File: src/rtl/button_pkg.sv
// Shared types, defaults and helpers for the multi-channel button front end.
package button_pkg;

  // Arbiter states: IDLE looks for a pending channel, WRITE is the mandatory gap cycle.
  typedef enum logic [0:0] {
    ST_IDLE  = 1'b0,
    ST_WRITE = 1'b1
  } arb_state_t;

  // Board defaults at 50 MHz: 10 ms debounce, 500 ms first repeat, 100 ms repeat period.
  localparam int DEF_DEB_CYCLES   = 32'sd500000;
  localparam int DEF_REPEAT_EN    = 32'sd0;
  localparam int DEF_REPEAT_DELAY = 32'sd25000000;
  localparam int DEF_REPEAT_RATE  = 32'sd5000000;

  // Channel id width; a single channel still gets one id bit.
  function automatic int id_width(input int n);
    return (n <= 32'sd2) ? 32'sd1 : $clog2(n);
  endfunction

endpackage

File: src/rtl/button_debounce.sv
// One button channel: 2-FF synchroniser, debounce counter, press detect and
// optional auto-repeat. event_pulse is high for one cycle per press or repeat.
module button_debounce
  import button_pkg::*;
#(
  parameter int DEB_CYCLES   = DEF_DEB_CYCLES,
  parameter int REPEAT_EN    = DEF_REPEAT_EN,
  parameter int REPEAT_DELAY = DEF_REPEAT_DELAY,
  parameter int REPEAT_RATE  = DEF_REPEAT_RATE
) (
  input  logic clk,
  input  logic rst,
  input  logic button,
  output logic event_pulse
);

  logic        sync1_r;
  logic        sync2_r;
  logic        deb_r;
  logic [31:0] cnt_r;
  logic [31:0] rep_cnt_r;
  logic        rep_first_r;
  logic        flip_s;
  logic        press_s;
  logic        release_s;
  logic        rep_fire_s;
  logic [31:0] rep_target_s;

  // The debounced level flips on the DEB_CYCLES-th consecutive differing cycle.
  assign flip_s       = (sync2_r != deb_r) && (cnt_r == 32'(DEB_CYCLES - 32'sd1));
  assign press_s      = flip_s && deb_r;
  assign release_s    = flip_s && !deb_r;
  assign rep_target_s = rep_first_r ? 32'(REPEAT_DELAY) : 32'(REPEAT_RATE);
  assign rep_fire_s   = (REPEAT_EN != 32'sd0) && !deb_r && !release_s &&
                        (rep_cnt_r == rep_target_s);
  assign event_pulse  = press_s || rep_fire_s;

  // Two-stage synchroniser for the asynchronous pin; idles at released (1).
  always_ff @(posedge clk or posedge rst) begin
    if (rst) begin
      sync1_r <= 1'b1;
      sync2_r <= 1'b1;
    end else begin
      sync1_r <= button;
      sync2_r <= sync1_r;
    end
  end

  // Debounce counter: counts differing cycles, clears on any match or on a flip.
  always_ff @(posedge clk or posedge rst) begin
    if (rst) begin
      deb_r <= 1'b1;
      cnt_r <= 32'd0;
    end else if (sync2_r == deb_r) begin
      cnt_r <= 32'd0;
    end else if (flip_s) begin
      deb_r <= sync2_r;
      cnt_r <= 32'd0;
    end else begin
      cnt_r <= cnt_r + 32'd1;
    end
  end

  // Repeat counter: counts cycles since the last press/repeat while held low.
  always_ff @(posedge clk or posedge rst) begin
    if (rst) begin
      rep_cnt_r   <= 32'd0;
      rep_first_r <= 1'b1;
    end else if (REPEAT_EN == 32'sd0) begin
      rep_cnt_r   <= 32'd0;
      rep_first_r <= 1'b1;
    end else if (press_s) begin
      rep_cnt_r   <= 32'd1;
      rep_first_r <= 1'b1;
    end else if (deb_r || release_s) begin
      rep_cnt_r   <= 32'd0;
      rep_first_r <= 1'b1;
    end else if (rep_fire_s) begin
      rep_cnt_r   <= 32'd1;
      rep_first_r <= 1'b0;
    end else begin
      rep_cnt_r   <= rep_cnt_r + 32'd1;
    end
  end

endmodule

File: src/rtl/button_event_arb.sv
// Button front end top: per-channel debouncers, pending/snapshot registers and a
// round-robin arbiter that feeds one command-FIFO write every other cycle at most.
module button_event_arb
  import button_pkg::*;
#(
  parameter int N_BTN        = 32'sd4,
  parameter int DATA_W       = 32'sd8,
  parameter int DEB_CYCLES   = DEF_DEB_CYCLES,
  parameter int REPEAT_EN    = DEF_REPEAT_EN,
  parameter int REPEAT_DELAY = DEF_REPEAT_DELAY,
  parameter int REPEAT_RATE  = DEF_REPEAT_RATE,
  localparam int ID_W        = id_width(N_BTN)
) (
  input  logic                   clk,
  input  logic                   rst,
  input  logic [N_BTN-1:0]       button,
  input  logic [DATA_W-1:0]      sw,
  input  logic                   fifo_full,
  input  logic                   overrun_clr,
  output logic                   fifo_wr_en,
  output logic [ID_W+DATA_W-1:0] fifo_wr_data,
  output logic [N_BTN-1:0]       overrun
);

  arb_state_t              state_r;
  logic [N_BTN-1:0]        event_s;
  logic [N_BTN-1:0]        pending_r;
  logic [N_BTN-1:0]        overrun_r;
  logic [DATA_W-1:0]       snap_r [N_BTN];
  logic [ID_W-1:0]         last_grant_r;
  logic                    fifo_wr_en_r;
  logic [ID_W+DATA_W-1:0]  fifo_wr_data_r;
  logic                    grant_valid_s;
  logic [ID_W-1:0]         grant_id_s;
  logic                    do_grant_s;
  logic [N_BTN-1:0]        grant_s;

  for (genvar g = 32'sd0; g < N_BTN; g++) begin : g_ch
    button_debounce #(
      .DEB_CYCLES  (DEB_CYCLES),
      .REPEAT_EN   (REPEAT_EN),
      .REPEAT_DELAY(REPEAT_DELAY),
      .REPEAT_RATE (REPEAT_RATE)
    ) u_deb (
      .clk        (clk),
      .rst        (rst),
      .button     (button[g]),
      .event_pulse(event_s[g])
    );
  end

  // Round-robin pick: first pending channel above last_grant, wrapping around.
  always_comb begin
    logic [ID_W-1:0] cand_v;
    grant_valid_s = 1'b0;
    grant_id_s    = '0;
    cand_v        = '0;
    for (int i = 32'sd1; i <= N_BTN; i++) begin
      cand_v = ID_W'((int'(last_grant_r) + i) % N_BTN);
      if (!grant_valid_s && pending_r[cand_v]) begin
        grant_valid_s = 1'b1;
        grant_id_s    = cand_v;
      end else begin
        grant_valid_s = grant_valid_s;
      end
    end
    do_grant_s = (state_r == ST_IDLE) && grant_valid_s && !fifo_full;
    if (do_grant_s) begin
      grant_s = N_BTN'(1'b1) << grant_id_s;
    end else begin
      grant_s = '0;
    end
  end

  // Pending/snapshot/overrun per channel; a grant in the same cycle frees the slot.
  always_ff @(posedge clk or posedge rst) begin
    if (rst) begin
      pending_r <= '0;
      overrun_r <= '0;
      for (int c = 32'sd0; c < N_BTN; c++) begin
        snap_r[c] <= '0;
      end
    end else begin
      for (int c = 32'sd0; c < N_BTN; c++) begin
        if (event_s[c] && (!pending_r[c] || grant_s[c])) begin
          pending_r[c] <= 1'b1;
          snap_r[c]    <= sw;
        end else if (grant_s[c]) begin
          pending_r[c] <= 1'b0;
        end else begin
          pending_r[c] <= pending_r[c];
        end
        if (event_s[c] && pending_r[c] && !grant_s[c]) begin
          overrun_r[c] <= 1'b1;
        end else if (overrun_clr) begin
          overrun_r[c] <= 1'b0;
        end else begin
          overrun_r[c] <= overrun_r[c];
        end
      end
    end
  end

  // Arbiter FSM with registered write strobe and data; WRITE is always one gap cycle.
  always_ff @(posedge clk or posedge rst) begin
    if (rst) begin
      state_r        <= ST_IDLE;
      fifo_wr_en_r   <= 1'b0;
      fifo_wr_data_r <= '0;
      last_grant_r   <= ID_W'(N_BTN - 32'sd1);
    end else begin
      case (state_r)
        ST_IDLE: begin
          if (do_grant_s) begin
            fifo_wr_en_r   <= 1'b1;
            fifo_wr_data_r <= {grant_id_s, snap_r[grant_id_s]};
            last_grant_r   <= grant_id_s;
            state_r        <= ST_WRITE;
          end else begin
            fifo_wr_en_r   <= 1'b0;
          end
        end
        ST_WRITE: begin
          fifo_wr_en_r <= 1'b0;
          state_r      <= ST_IDLE;
        end
        default: begin
          fifo_wr_en_r <= 1'b0;
          state_r      <= ST_IDLE;
        end
      endcase
    end
  end

  assign fifo_wr_en   = fifo_wr_en_r;
  assign fifo_wr_data = fifo_wr_data_r;
  assign overrun      = overrun_r;

endmodule

File: config.mk
export PLATFORM = sky130hd
export DESIGN_NAME = button_event_arb
export DESIGN_NICKNAME = d
export VERILOG_FILES = /design/src/rtl/button_pkg.sv /design/src/rtl/button_debounce.sv /design/src/rtl/button_event_arb.sv
export SDC_FILE = /design/constraint.sdc
export NUM_CORES = 1
export LEC_CHECK = 0
export ABC_AREA = 1
export BUFFER_PORTS_ARGS = -buffer_cell sky130_fd_sc_hd__buf_2
export CAP_MARGIN = 20
export CORE_ASPECT_RATIO = 1.1
export CORE_MARGIN = 1
export CORE_UTILIZATION = 54
export DETAILED_ROUTE_END_ITERATION = 7
export PLACE_DENSITY = 0.71
export SLEW_MARGIN = 20
export SYNTH_ARGS = -nofsm -noshare
export SYNTH_HDL_FRONTEND = slang
export SYNTH_HIERARCHICAL = 1
export SYNTH_SLANG_ARGS = --single-unit
File: constraint.sdc
create_clock -name clk -period 4.8 [get_ports clk]
set_input_delay 0.96 -clock clk [delete_from_list [all_inputs] [get_ports clk]]
set_output_delay 0.96 -clock clk [all_outputs]
set_load 0.1 [all_outputs]
==> flow_summary_export.csv, run 1 <==
group,metric,value,unit
timing,hold_violations,0,
layout,drive_above_1_share,0.131,
layout,n_antenna_cell,0,
logic_synthesis,yosys.cell_count.top_type,"nand2_1",
layout,final_area,12400,um^2
worst_setup_path,path_cells,"nand2_1, nand2_1, nand2_1, nor2_2, nand3_2, nor2_1, nand2_1, nand2_1, nand2_1",
placed_design,place_hpwl,18800,um
placed_design,gp_congestion,0.916,
logic_synthesis,synthArstFlopShare,1.00,
logic_synthesis,syn_inst,1619,
timing,max_freq,0.370,GHz
route,via_per_inst,5.07,
worst_setup_path,r2r_end,"snap_r[4]",
timing,finalWorstSetupSlack,2.10,ns
worst_setup_path,r2r_start,"g_ch[3].u_deb/sync2_r",
timing,post-route-period-util,0.562,
worst_setup_path,worstSetupStartpointType,"flip-flop",
outcome,status,"finished clean",
grt,grt_usage,0.254,
route,remaining_drc_errors,0,
placed_design,portBuffers,30,
placed_design,place_area,11700,um^2
cts,insertion_delay,0.46,ns
min_path,hp-class,"flip-flop to flip-flop",
cts,h-tree-depth,4,
timing,finalSetupViolations,0,
worst_setup_path,slowest_stage,"nor2_1",
worst_setup_path,path_max_fanout,10,
cts,clock-sinks,193,
layout,nets,1670,
grt,grt_overflow,0,
logic_synthesis,syn_nets,1639,
grt,grt_start_max_net_pins,54,
floorplanning,die_y,154,um
grt,grt_pass1_vias,9359,
route,wl,25500,um
layout,area_delta_synth_final,8.83,%
power_and_ir_drop,p_leak,5.76,nW
grt,grt_pass1_wl,43800,um
worst_setup_path,arrival,3.05,ns
floorplanning,dieWidth,140,um
worst_setup_path,endpoint,"snap_r[4]",
placed_design,dp_slack,2.19,ns
cts,clk_pin_slew,0.09,ns
timing,rsz0062_at_grt,"no",
floorplanning,die-area,21600,um^2
timing,worst_slew_pin_slew,0.887,ns
logic_synthesis,yosysSeqAreaShare,0.427,
cts,cts_tree,"yes",
logic_synthesis,netlist_top_cells_count,"nand2_1, nor2_1, inv_1",
layout,num-fill-cells,1898,
worst_setup_path,startpoint,"g_ch[3].u_deb/sync2_r",
floorplanning,core_region_area,20600,um^2
power_and_ir_drop,power_density,339,nW/um^2
logic_synthesis,ys_warn_count,6,
grt,grt_antenna_before_repair,0,
flow_run,maxCapViolCount,0,
logic_synthesis,synth_edf_count,0,
logic_synthesis,synth_cell_types,33,
route,dr.first_iter.drc_count,601,
power_and_ir_drop,vdd_drop_max,0.276,mV
route,drtAntennaViolNets,0,
logic_synthesis,syn-cell-area,11400,um^2
timing,fin_crit,2.70,ns
floorplanning,fp-row-count,55,
cts,cts_root_buf,"clkbuf_16",
route,routedWlPerCell,13.3,um
route,vias,9738,
cts,ctsResizeCount,0,
logic_synthesis,synth_area_leaders,"dfrtp_1, nand2_1, nor2_1",
cts,cts-buffers-inserted,17,
timing,slew-limit-headroom,0.408,
cts,clockBufferDepth,2,
cts,cts_setup_buffers,0,
floorplanning,io_pins,31,
timing,finalSetupTns,0,ns
timing,finalMaxSlewViolations,0,
worst_setup_path,worstRegToRegCells,9,
worst_setup_path,worstPathRequired,5.15,ns
logic_synthesis,yosys.area.top_type,"dfrtp_1",
worst_setup_path,slowest_delay,0.68,ns
cts,hold_buffers,0,
worst_setup_path,critPathCaptureType,"flip-flop",
floorplanning,initial_core_util,0.552,
timing,fin_skew,0.0185,ns
logic_synthesis,synth_ff_type,"dfrtp_1",
logic_synthesis,synth_top_area_frac,0.394,
route,first_pass_iters,5,
logic_synthesis,synth_seq_cells,193,
worst_setup_path,regToRegSetupSlack,2.10,ns
worst_setup_path,crit_type,"flip-flop to flip-flop",
logic_synthesis,avgSynthCellArea,7.02,um^2
worst_setup_path,cp_common_cell,"nand2_1",
[through the flow]
step                 util  hold WS, ns  cells  power, W
floorplan               -        0.345   1619   0.00262
global placement    0.570        0.345   1887   0.00273
detailed placement  0.570        0.347   1887   0.00274
CTS                 0.601        0.359   1919   0.00422
global route        0.601        0.361   1919   0.00440
finish              0.601        0.357   1919   0.00419
[cell families (layout without fill, tap and decap cells)]
| family | count (synthesis) | count (layout) | synth area share |
|---|---|---|---|
| xor gates and xnor gates | 48 | 48 | 0.0370 |
| AOI/OAI and AO/OA | 35 | 35 | 0.0183 |
| and+or+nand+nor | 1110 | 1110 | 0.433 |
| buffers and inverters | 229 | 273 | 0.0803 |
| DFF | 193 | 193 | 0.427 |
| adders and majority gates | 4 | 4 | 0.00441 |
[layer usage]
metal	up-vias	wire length [um]	global-route usage
li1	5006	-	-
met1	4484	11100	0.311
met2	203	12800	0.449
met3	45	878	0.0361
met4	0	748	0.103
met5	-	0	0
[cell type report]
class | instances | area [um^2] | share of cell area
inverter | 207 | 783 | 0.0634
clock inverter | 15 | 206 | 0.0167
timing repair buffer | 34 | 180 | 0.0146
sequential | 193 | 4850 | 0.392
tap | 256 | 320 | 0.0259
clock buffer | 17 | 425 | 0.0344
multi-input combinational | 1197 | 5600 | 0.453
[critical path, delay by kind of cell, from the launching register on]
kind,cells,cell delay [ns]
flops,1,0.58
simple gates,9,2.00
[cell usage in the layout, fill, tap and decap left out, types with 6 or more instances in the layout]
| cell | instances |
|---|---|
| nor2_2 | 39 |
| xnor2_1 | 12 |
| nand3_2 | 7 |
| o21ai_0 | 6 |
| inv_2 | 15 |
| nand4_1 | 13 |
| clkbuf_16 | 17 |
| buf_2 | 30 |
| inv_1 | 189 |
| nor2_1 | 261 |
| dfrtp_1 | 179 |
| xor2_1 | 36 |
| nand2_1 | 571 |
| nor2_4 | 26 |
| a21oi_1 | 12 |
| o211ai_1 | 8 |
| nand2_2 | 40 |
| clkinv_8 | 7 |
| nand3_1 | 137 |
| dfstp_2 | 14 |
[flip-flops by register name, indices dropped and copies added (netlist names), 4 cells and up]
name / count
fifo_wr_data: 10
snap_r: 32
g_ch.u_deb/cnt_r: 128
g_ch.u_deb/deb_r: 4
pending_r: 4
g_ch.u_deb/sync2_r: 4
overrun: 4
g_ch.u_deb/sync1_r: 4
[where the power goes]
group | leakage (nW) | switching, W | internal [W]
clock | 0.303 | 0.000754 | 0.000721
combinational | 2.83 | 0.000749 | 0.000199
sequential | 2.63 | 0.0000632 | 0.00170
[worst min path at each step]
stage,to,slack [ns],cells past startpoint,from
2_1_floorplan,g_ch[0].u_deb/sync2_r,0.35,0,g_ch[0].u_deb/sync1_r
3_3_place_gp,g_ch[2].u_deb/sync2_r,0.35,0,g_ch[2].u_deb/sync1_r
4_1_cts,g_ch[3].u_deb/sync2_r,0.36,0,g_ch[3].u_deb/sync1_r
5_1_grt,g_ch[3].u_deb/sync2_r,0.36,0,g_ch[3].u_deb/sync1_r
6_report,g_ch[3].u_deb/sync2_r,0.36,0,g_ch[3].u_deb/sync1_r
3_5_place_dp,g_ch[3].u_deb/sync2_r,0.35,0,g_ch[3].u_deb/sync1_r
No activity file was read; power rests on OpenSTA's default activity.
==> inputs of run 2 (changes only) <==
--- a/config.mk
+++ b/config.mk
@@ -12,7 +12,7 @@
 export CORE_MARGIN = 1
 export CORE_UTILIZATION = 54
 export DETAILED_ROUTE_END_ITERATION = 7
-export PLACE_DENSITY = 0.71
+export PLACE_DENSITY = 0.73
 export SLEW_MARGIN = 20
 export SYNTH_ARGS = -nofsm -noshare
 export SYNTH_HDL_FRONTEND = slang
==> constraint.sdc (replaced) <==
create_clock -name clk -period 2.45 [get_ports clk]
set_input_delay 0.49 -clock clk [delete_from_list [all_inputs] [get_ports clk]]
set_output_delay 0.49 -clock clk [all_outputs]
set_load 0.1 [all_outputs]
==> run 2 against run 1 <==
Net effect:
- combinational power rose by 110%
- via count rose by 0.68%
- largest power group unchanged
- maximum frequency rose by 25%
- worst setup slack got worse by 1.8 ns
- routed wire length fell by 1.7%
- critical path type unchanged
- global-route usage fell by 0.17 points
- sequential power rose by 96%
- core utilization rose by 0.59 points
- clock skew fell by 0.0061 ns
- hold slack got worse by 0.22 ns
==> flow_summary_export.csv, run 2 (synthesis gave the netlist of run 1 again) <==
group,metric,value,unit
outcome,status,"finished clean",
layout,final_common_cell,"nand2_1",
cts,hold_buffers,0,
cts,insertion_delay,0.44,ns
worst_setup_path,crit_type,"flip-flop to flip-flop",
placed_design,portBuffers,30,
timing,finalSetupViolations,0,
cts,h-tree-depth,4,
route,remaining_drc_errors,0,
grt,grt_pass1_wl,44100,um
placed_design,gp_congestion,0.923,
route,first_pass_iters,5,
cts,ctsResizeCount,0,
worst_setup_path,critPathCaptureType,"flip-flop",
timing,fin_skew,0.0124,ns
route,routedWlPerCell,12.9,um
cts,clockBufferDepth,2,
layout,largest_reg_flops,128,
placed_design,place_hpwl,18800,um
cts,cts_setup_buffers,0,
flow_run,maxCapViolCount,0,
route,drtAntennaViolNets,0,
timing,fin_crit,2.16,ns
power_and_ir_drop,finalPower,0.00829,W
timing,finalSetupTns,0,ns
timing,slew-limit-headroom,0.659,
grt,grt_start_max_net_pins,36,
floorplanning,initial_core_util,0.552,
route,via_per_inst,5.06,
floorplanning,die-area,21600,um^2
worst_setup_path,path_max_fanout,11,
timing,rsz0062_at_grt,"no",
cts,cts_root_buf,"clkbuf_16",
cts,clock-sinks,193,
cts,cts_tree,"yes",
floorplanning,die_y,154,um
power_and_ir_drop,power_density,664,nW/um^2
power_and_ir_drop,vdd_drop_max,0.392,mV
layout,largest_register,"g_ch.u_deb/cnt_r",
layout,final_area,12500,um^2
power_and_ir_drop,p_leak,5.85,nW
layout,final_cell_mix,"nand2_1, nor2_1, inv_1",
grt,grt_usage,0.252,
grt,grt_pass1_vias,9422,
layout,area_delta_synth_final,9.90,%
worst_setup_path,arrival,2.50,ns
cts,cts-buffers-inserted,17,
layout,nets,1689,
timing,finalMaxSlewViolations,0,
timing,worst_slew_pin_slew,0.511,ns
floorplanning,io_pins,31,
floorplanning,dieWidth,140,um
layout,drive_above_1_share,0.141,
layout,num-fill-cells,1888,
floorplanning,core_region_area,20600,um^2
route,wl,25100,um
floorplanning,fp-row-count,55,
placed_design,place_area,11900,um^2
worst_setup_path,worstSetupStartpointType,"flip-flop",
timing,post-route-period-util,0.883,
cts,clk_pin_slew,0.08,ns
min_path,hp-class,"primary input to flip-flop",
grt,grt_antenna_before_repair,0,
grt,grt_overflow,0,
route,dr.first_iter.drc_count,658,
layout,n_antenna_cell,0,
timing,max_freq,0.462,GHz
timing,hold_violations,0,
worst_setup_path,worstPathRequired,2.79,ns
route,vias,9804,
## run 2: per-stage QoR
stage	instances	utilization	hold slack [ns]	worst slack (ns)
after global placement	1906	0.577	0.347	0.343
after detailed placement	1906	0.577	0.347	0.289
final	1938	0.607	0.139	0.286
after floorplan	1619	-	0.345	0.506
after CTS	1938	0.607	0.122	0.275
after global routing	1938	0.607	0.119	0.0644
## run 2: power by group
group | total [W] | switching (W) | internal (W)
clock network | 0.00285 | 0.00145 | 0.00140
registers | 0.00345 | 0.000122 | 0.00333
logic | 0.00199 | 0.00150 | 0.000495
## run 2: routing by layer
layer / vias up / wire length [um] / global-route usage
met5: - / 0 / 0
met4: 0 / 296 / 0.0717
met3: 24 / 1030 / 0.0371
met2: 209 / 12000 / 0.421
met1: 4530 / 11700 / 0.341
li1: 5041 / - / -
## run 2: final cells by class
class | instances | area, um^2 | area share
Multi-Input combinational cell | 1197 | 5600 | 0.449
Sequential cell | 193 | 4850 | 0.388
Inverter | 207 | 782 | 0.0626
Clock buffer | 17 | 425 | 0.0341
Timing Repair Buffer | 53 | 323 | 0.0259
Tap cell | 256 | 320 | 0.0257
Clock inverter | 15 | 186 | 0.0149
## run 2: critical path, cell delays in order (launching register included)
cell	delay [ns]
dfstp_2	0.66
inv_6	0.07
nand2_1	0.08
nand2_2	0.08
nand2_2	0.08
nand2_2	0.08
inv_2	0.06
nand3_1	0.11
nand2_1	0.15
nand3_1	0.10
nand2_1	0.27
nand2_2	0.18
nand2_1	0.10
nand2_1	0.05
## run 2: worst paths after layout
path	startpoint	end	slack, ns	cells after the start
max	last_grant_r[0]	snap_r[11]	0.29	13
min	button[1]	g_ch[1].u_deb/sync1_r	0.14	1
max reg2reg	last_grant_r[0]	snap_r[11]	0.29	13
min reg2reg	g_ch[2].u_deb/sync1_r	g_ch[2].u_deb/sync2_r	0.36	0
max in group asynchronous	rst	last_grant_r[1]	1.65	3
min in group asynchronous	rst	overrun[0]	0.15	2
